### config.mk
export PLATFORM = sky130hd
export DESIGN_NAME = rv_divider_iter
export DESIGN_NICKNAME = d
export VERILOG_FILES = /design/src/rtl/rv_divider_iter.sv
export SDC_FILE = /design/constraint.sdc
export NUM_CORES = 1
export LEC_CHECK = 0
export BUFFER_PORTS_ARGS = -buffer_cell sky130_fd_sc_hd__buf_2
export CORE_MARGIN = 3
export CORE_UTILIZATION = 60
export DETAILED_ROUTE_END_ITERATION = 8
export PLACE_DENSITY = 0.77
export SLEW_MARGIN = 20
export SYNTH_ARGS = -nofsm -noshare
export SYNTH_HDL_FRONTEND = slang
export SYNTH_SLANG_ARGS = --single-unit
export TNS_END_PERCENT = 100
### constraint.sdc
create_clock -name clk_i -period 6.47 [get_ports clk_i]
set_clock_uncertainty 0.1 [all_clocks]
set_input_delay 0.9705 -clock clk_i [delete_from_list [all_inputs] [get_ports clk_i]]
set_output_delay 0.9705 -clock clk_i [all_outputs]
set_load 0.02 [all_outputs]
### src/rtl/rv_divider_iter.sv
// rv_divider_iter: iterative restoring integer divider for RV32M/RV64M.
// Supports DIV, DIVU, REM and REMU with the RISC-V results for divide by
// zero and for signed overflow. Uses a start/ready/valid handshake and a
// kill input for pipeline flush.
// Optional build macro DIV_FAST_SPECIAL_EN: divide by zero and signed
// overflow skip the iteration and finish with a latency of 1.
//
// state | meaning
// IDLE  | ready for a request; ready_o=1
// CALC  | one restoring step per cycle on the operand magnitudes
// DONE  | result_o holds the answer; valid_o pulses unless killed
module rv_divider_iter #(
    parameter int XLEN  = 32,
    parameter int CNT_W = $clog2(XLEN) + 1
) (
    input  logic            clk_i,
    input  logic            rst_i,
    input  logic            start_i,
    input  logic [1:0]      op_i,
    input  logic [XLEN-1:0] dividend_i,
    input  logic [XLEN-1:0] divisor_i,
    input  logic            kill_i,
    output logic            ready_o,
    output logic            busy_o,
    output logic            valid_o,
    output logic [XLEN-1:0] result_o
);

    typedef enum logic [1:0] {S_IDLE, S_CALC, S_DONE} state_t;

    state_t            state_q, state_d;
    logic [1:0]        op_q, op_d;
    logic              qneg_q, qneg_d;
    logic              rneg_q, rneg_d;
    logic              dz_q, dz_d;
    logic [XLEN-1:0]   dvd_q, dvd_d;
    logic [XLEN-1:0]   rem_q, rem_d;
    logic [XLEN-1:0]   quo_q, quo_d;
    logic [XLEN-1:0]   dsr_q, dsr_d;
    logic [CNT_W-1:0]  cnt_q, cnt_d;
    logic [XLEN-1:0]   result_q, result_d;

    logic              signed_op;
    logic              a_neg, b_neg;
    logic [XLEN:0]     a_mag, b_mag;
    logic [XLEN:0]     trial;
    logic [XLEN-1:0]   step_rem, step_quo;
    logic [XLEN-1:0]   quo_res, rem_res, calc_res;

`ifdef DIV_FAST_SPECIAL_EN
    localparam logic [XLEN-1:0] MIN_NEG = {1'b1, {(XLEN-1){1'b0}}};
    logic              is_dz, is_ovf;
    logic [XLEN-1:0]   special_res;
`endif

    // Operand magnitudes in XLEN+1 bits so |-2^(XLEN-1)| is representable,
    // plus one restoring step and the sign-fixed final result.
    always_comb begin
        signed_op = ~op_i[0];
        a_neg     = signed_op & dividend_i[XLEN-1];
        b_neg     = signed_op & divisor_i[XLEN-1];
        a_mag     = a_neg ? ((XLEN+1)'(0) - {dividend_i[XLEN-1], dividend_i})
                          : {1'b0, dividend_i};
        b_mag     = b_neg ? ((XLEN+1)'(0) - {divisor_i[XLEN-1], divisor_i})
                          : {1'b0, divisor_i};

        trial     = {rem_q, quo_q[XLEN-1]} - {1'b0, dsr_q};
        step_rem  = trial[XLEN] ? {rem_q[XLEN-2:0], quo_q[XLEN-1]} : trial[XLEN-1:0];
        step_quo  = {quo_q[XLEN-2:0], ~trial[XLEN]};

        // Divide by zero overrides the magnitude result entirely.
        quo_res   = dz_q ? '1    : (qneg_q ? (XLEN'(0) - step_quo) : step_quo);
        rem_res   = dz_q ? dvd_q : (rneg_q ? (XLEN'(0) - step_rem) : step_rem);
        calc_res  = op_q[1] ? rem_res : quo_res;
    end

`ifdef DIV_FAST_SPECIAL_EN
    // Early detection of the two architected special cases.
    always_comb begin
        is_dz       = (divisor_i == '0);
        is_ovf      = signed_op && (dividend_i == MIN_NEG) && (divisor_i == '1);
        special_res = is_dz ? (op_i[1] ? dividend_i : '1)
                            : (op_i[1] ? '0 : MIN_NEG);
    end
`endif

    // Next-state and datapath update.
    always_comb begin
        state_d  = state_q;
        op_d     = op_q;
        qneg_d   = qneg_q;
        rneg_d   = rneg_q;
        dz_d     = dz_q;
        dvd_d    = dvd_q;
        rem_d    = rem_q;
        quo_d    = quo_q;
        dsr_d    = dsr_q;
        cnt_d    = cnt_q;
        result_d = result_q;

        case (state_q)
            S_IDLE: begin
                if (start_i && !kill_i) begin
                    op_d    = op_i;
                    qneg_d  = a_neg ^ b_neg;
                    rneg_d  = a_neg;
                    dz_d    = (divisor_i == '0);
                    dvd_d   = dividend_i;
                    rem_d   = '0;
                    quo_d   = a_mag[XLEN-1:0];
                    dsr_d   = b_mag[XLEN-1:0];
                    cnt_d   = '0;
                    state_d = S_CALC;
`ifdef DIV_FAST_SPECIAL_EN
                    if (is_dz || is_ovf) begin
                        result_d = special_res;
                        state_d  = S_DONE;
                    end
`endif
                end
            end
            S_CALC: begin
                if (kill_i) begin
                    cnt_d   = '0;
                    state_d = S_IDLE;
                end else begin
                    rem_d = step_rem;
                    quo_d = step_quo;
                    cnt_d = cnt_q + 1'b1;
                    if (cnt_q == CNT_W'(XLEN-1)) begin
                        cnt_d    = '0;
                        result_d = calc_res;
                        state_d  = S_DONE;
                    end
                end
            end
            S_DONE:  state_d = S_IDLE;
            default: state_d = S_IDLE;
        endcase
    end

    // State and datapath registers with synchronous reset.
    always_ff @(posedge clk_i) begin
        if (rst_i) begin
            state_q  <= S_IDLE;
            op_q     <= '0;
            qneg_q   <= 1'b0;
            rneg_q   <= 1'b0;
            dz_q     <= 1'b0;
            dvd_q    <= '0;
            rem_q    <= '0;
            quo_q    <= '0;
            dsr_q    <= '0;
            cnt_q    <= '0;
            result_q <= '0;
        end else begin
            state_q  <= state_d;
            op_q     <= op_d;
            qneg_q   <= qneg_d;
            rneg_q   <= rneg_d;
            dz_q     <= dz_d;
            dvd_q    <= dvd_d;
            rem_q    <= rem_d;
            quo_q    <= quo_d;
            dsr_q    <= dsr_d;
            cnt_q    <= cnt_d;
            result_q <= result_d;
        end
    end

    assign ready_o  = (state_q == S_IDLE);
    assign busy_o   = (state_q == S_CALC) || (state_q == S_DONE);
    assign valid_o  = (state_q == S_DONE) && !kill_i;
    assign result_o = result_q;

endmodule

==> results.cfg <==
[cells_and_area]
area_growth_pct = 9.96
fin_nets = 1853
antenna-diode-count = 0
drive_above_1_share = 0.111

[routing]
vias = 13161
wl_um = 40900
drt_iter0_drc = 1506
postRouteAntennaNets = 0
drc = 0
wl_per_cell_um = 20.3
first_pass_iters = 6
viasPerCell = 6.52

[sta]
fin_tns_setup_ns = 0
tightest_slew_ns = 1.15
layout_min_cycle_time_ns = 5.84
period_share = 0.903
maxSlewHeadroom = 0.233
slew_violations = 0
setup_viol_count_final = 0
finalHoldViolCount = 0
fin_ws_ns = 0.626
max_freq_mhz = 171
rsz0062_at_grt = false

[power]
power.leakage_nw = 5.17
peakVddDrop_v = 0.000183
power_density_nw_per_um2 = 209

[placed_design]
gp_congestion = 0.992
place_ws_ns = 0.803
dpl.hpwl_um = 30100
port_buffers = 104

[clock_network]
cts-htree-levels = 4
clockBufferDepth = 2
cts_setup_buffers = 0
numCtsBuffers = 17
cts_hold_buf = 0
cts_tree = built
root_buffer = clkbuf_16
clock_sinks = 172
clkTransAtPathRegs_ns = 0.07
clock_latency_ns = 0.44
postCtsResizedCells = 0

[floorplanning]
boundaryPins = 105
core_area_um2 = 19900
die_h_um = 150
initial_utilization = 0.623
num_rows = 51
die_width_um = 150
die_area_um2 = 22400

[synth]
ys_seq_area_frac = 0.278
async_reset_ff_frac = 0
yosysMostFrequentCell = nand2_1
synthTopCellsByCount = 259 x nand2_1, 172 x dfxtp_1, 166 x a21oi_1
synthesis.area_um2 = 12400
ys.warnings.count = 0
ys_ff_latch = 172
synthTopCellsByArea = dfxtp_1 28%, nand2_1 7.8%, a21oi_1 6.7%, o21ai_0 5.1%, xnor2_1 5.0%
synth_nets = 1808
synthFlopType = dfxtp_1
synth_edf_count = 0
yosys.area.top_type = dfxtp_1
synth.distinct_cells = 77
yosys.area.top_type_share = 0.278
avgSynthCellArea_um2 = 7.31
syn_inst = 1697

[critical_path]
worstPathMaxFanout = 13
crit_type = reg2reg
cp_data_required_time_ns = 6.65
arrival_ns = 6.02
critPathLaunchType = flip-flop
end_kind = flip-flop
r2r_end = result_o[30]
r2r_start = quo_q[31]
r2r_slack_ns = 0.63
reg2regPathDepth = 23

[global_route]
antenna_found_initial = 0
grt_use_total = 0.357
grt_overflow_total = 0
grt_pass1_vias = 11626
grt_start_max_net_pins = 92
grt_pass1_wl_um = 63400

[min_path]
hold_start = dvd_q[29]
min_path_cells = 2
holdPathEnd = dvd_q[29]
hold_path_class = reg2reg

[flow_run]
drv_cap = 0

[run_status]
outcome = completed
[flip-flops by register name, indices dropped and copies added, names as in the netlist]
register  cells
cnt_q         6
dsr_q        32
dvd_q        32
dz_q          1
op_q          1
qneg_q        1
quo_q        32
rem_q        32
result_o     32
rneg_q        1
state_q       2
[kinds of logic after synthesis]
| logic type | after synthesis | synth area share |
|---|---|---|
| and+or+nand+nor | 598 | 0.221 |
| buffers and inverters | 165 | 0.0514 |
| adders and majority gates | 41 | 0.0420 |
| xor gates and xnor gates | 129 | 0.0911 |
| DFF | 172 | 0.278 |
| AOI/OAI and AO/OA | 562 | 0.292 |
| muxes | 30 | 0.0252 |
[per-stage QoR]
step | hold WS [ns] | instance area, um2 | cells | utilization | power [mW]
final | 0.354 | 13600 | 2019 | 0.685 | 2.85
after global placement | 0.338 | 13000 | 1988 | 0.655 | 1.76
after CTS | 0.353 | 13600 | 2019 | 0.685 | 2.84
after detailed placement | 0.344 | 13000 | 1988 | 0.655 | 1.77
after global routing | 0.377 | 13600 | 2019 | 0.685 | 2.95
after floorplan | 0.331 | 12400 | 1697 | - | 1.58
[placed cells by master (no fill, tap or decap), types with 9 or more instances in the layout]
cell type | Yosys | routed
a211oi_1 | 38 | 38
a21o_1 | 9 | 9
a21oi_1 | 166 | 165
a22oi_1 | 23 | 23
a311oi_1 | 10 | 10
a31oi_1 | 14 | 14
and2_1 | 12 | 12
buf_2 | 7 | 103
buf_4 | 2 | 22
clkbuf_16 | 0 | 17
dfxtp_1 | 172 | 172
ha_1 | 40 | 40
inv_1 | 64 | 64
mux2_2 | 10 | 10
mux2i_1 | 20 | 20
nand2_1 | 259 | 258
nand3_1 | 17 | 17
nor2_1 | 155 | 154
nor2b_1 | 14 | 14
nor3_1 | 35 | 35
nor4_1 | 19 | 19
o211ai_1 | 35 | 35
o21a_1 | 12 | 12
o21ai_0 | 126 | 126
o221ai_1 | 9 | 9
o31ai_1 | 27 | 27
o41ai_1 | 18 | 18
or3_1 | 19 | 19
or4_1 | 13 | 13
xnor2_1 | 71 | 71
xor2_1 | 58 | 58
[critical path: stages, from the launching register on]
cell,delay (ns)
dfxtp_1,0.33
inv_1,0.06
ha_1,0.16
inv_1,0.06
fa_1,0.43
a211oi_1,0.33
o211ai_1,0.16
a21oi_2,0.35
a2111oi_4,0.14
o21a_1,0.45
buf_4,0.29
o21ai_0,0.15
o21ai_0,0.18
inv_1,0.09
ha_1,0.23
nor4b_1,0.47
nand2_1,0.14
nor3b_1,0.22
o21ai_0,0.11
o31ai_1,0.16
or4b_1,0.53
o41ai_2,0.25
xnor2_1,0.16
a311oi_1,0.10
[how the worst max path moves through the flow]
| stage | startpoint | to | slack [ns] | depth (start not counted) |
|---|---|---|---|---|
| final | quo_q[31] | result_o[30] | 0.63 | 23 |
| after global routing | quo_q[31] | result_o[30] | 0.19 | 23 |
| after CTS | quo_q[31] | result_o[30] | 0.75 | 23 |
| after detailed placement | quo_q[31] | result_o[30] | 0.80 | 23 |
| after global placement | quo_q[31] | result_o[30] | 0.84 | 23 |
| after floorplan | quo_q[31] | result_o[30] | 1.32 | 25 |
[per-layer routing]
layer,GRT usage,part of all wire,up-vias
li1,-,-,6217
met1,0.508,0.43,6185
met2,0.557,0.45,678
met3,0.0733,0.10,81
met4,0.0910,0.021,0
met5,0,0,-
[area by class of cell]
cell class | instances | area, um2
multi-input combinational | 1360 | 8340
fill | 1799 | 6270
sequential | 172 | 3440
timing repair buffer | 125 | 681
clock buffer | 18 | 439
tap | 265 | 332
inverter | 66 | 250
clock inverter | 13 | 156
[where the power goes]
| part | switching, mW | internal, mW | total (mW) |
|---|---|---|---|
| sequential | 0.0371 | 1.10 | 1.14 |
| clock | 0.494 | 0.590 | 1.08 |
| combinational | 0.418 | 0.215 | 0.633 |
| total | 0.950 | 1.90 | 2.85 |
Note: power is estimated with default switching activity, not from simulation.
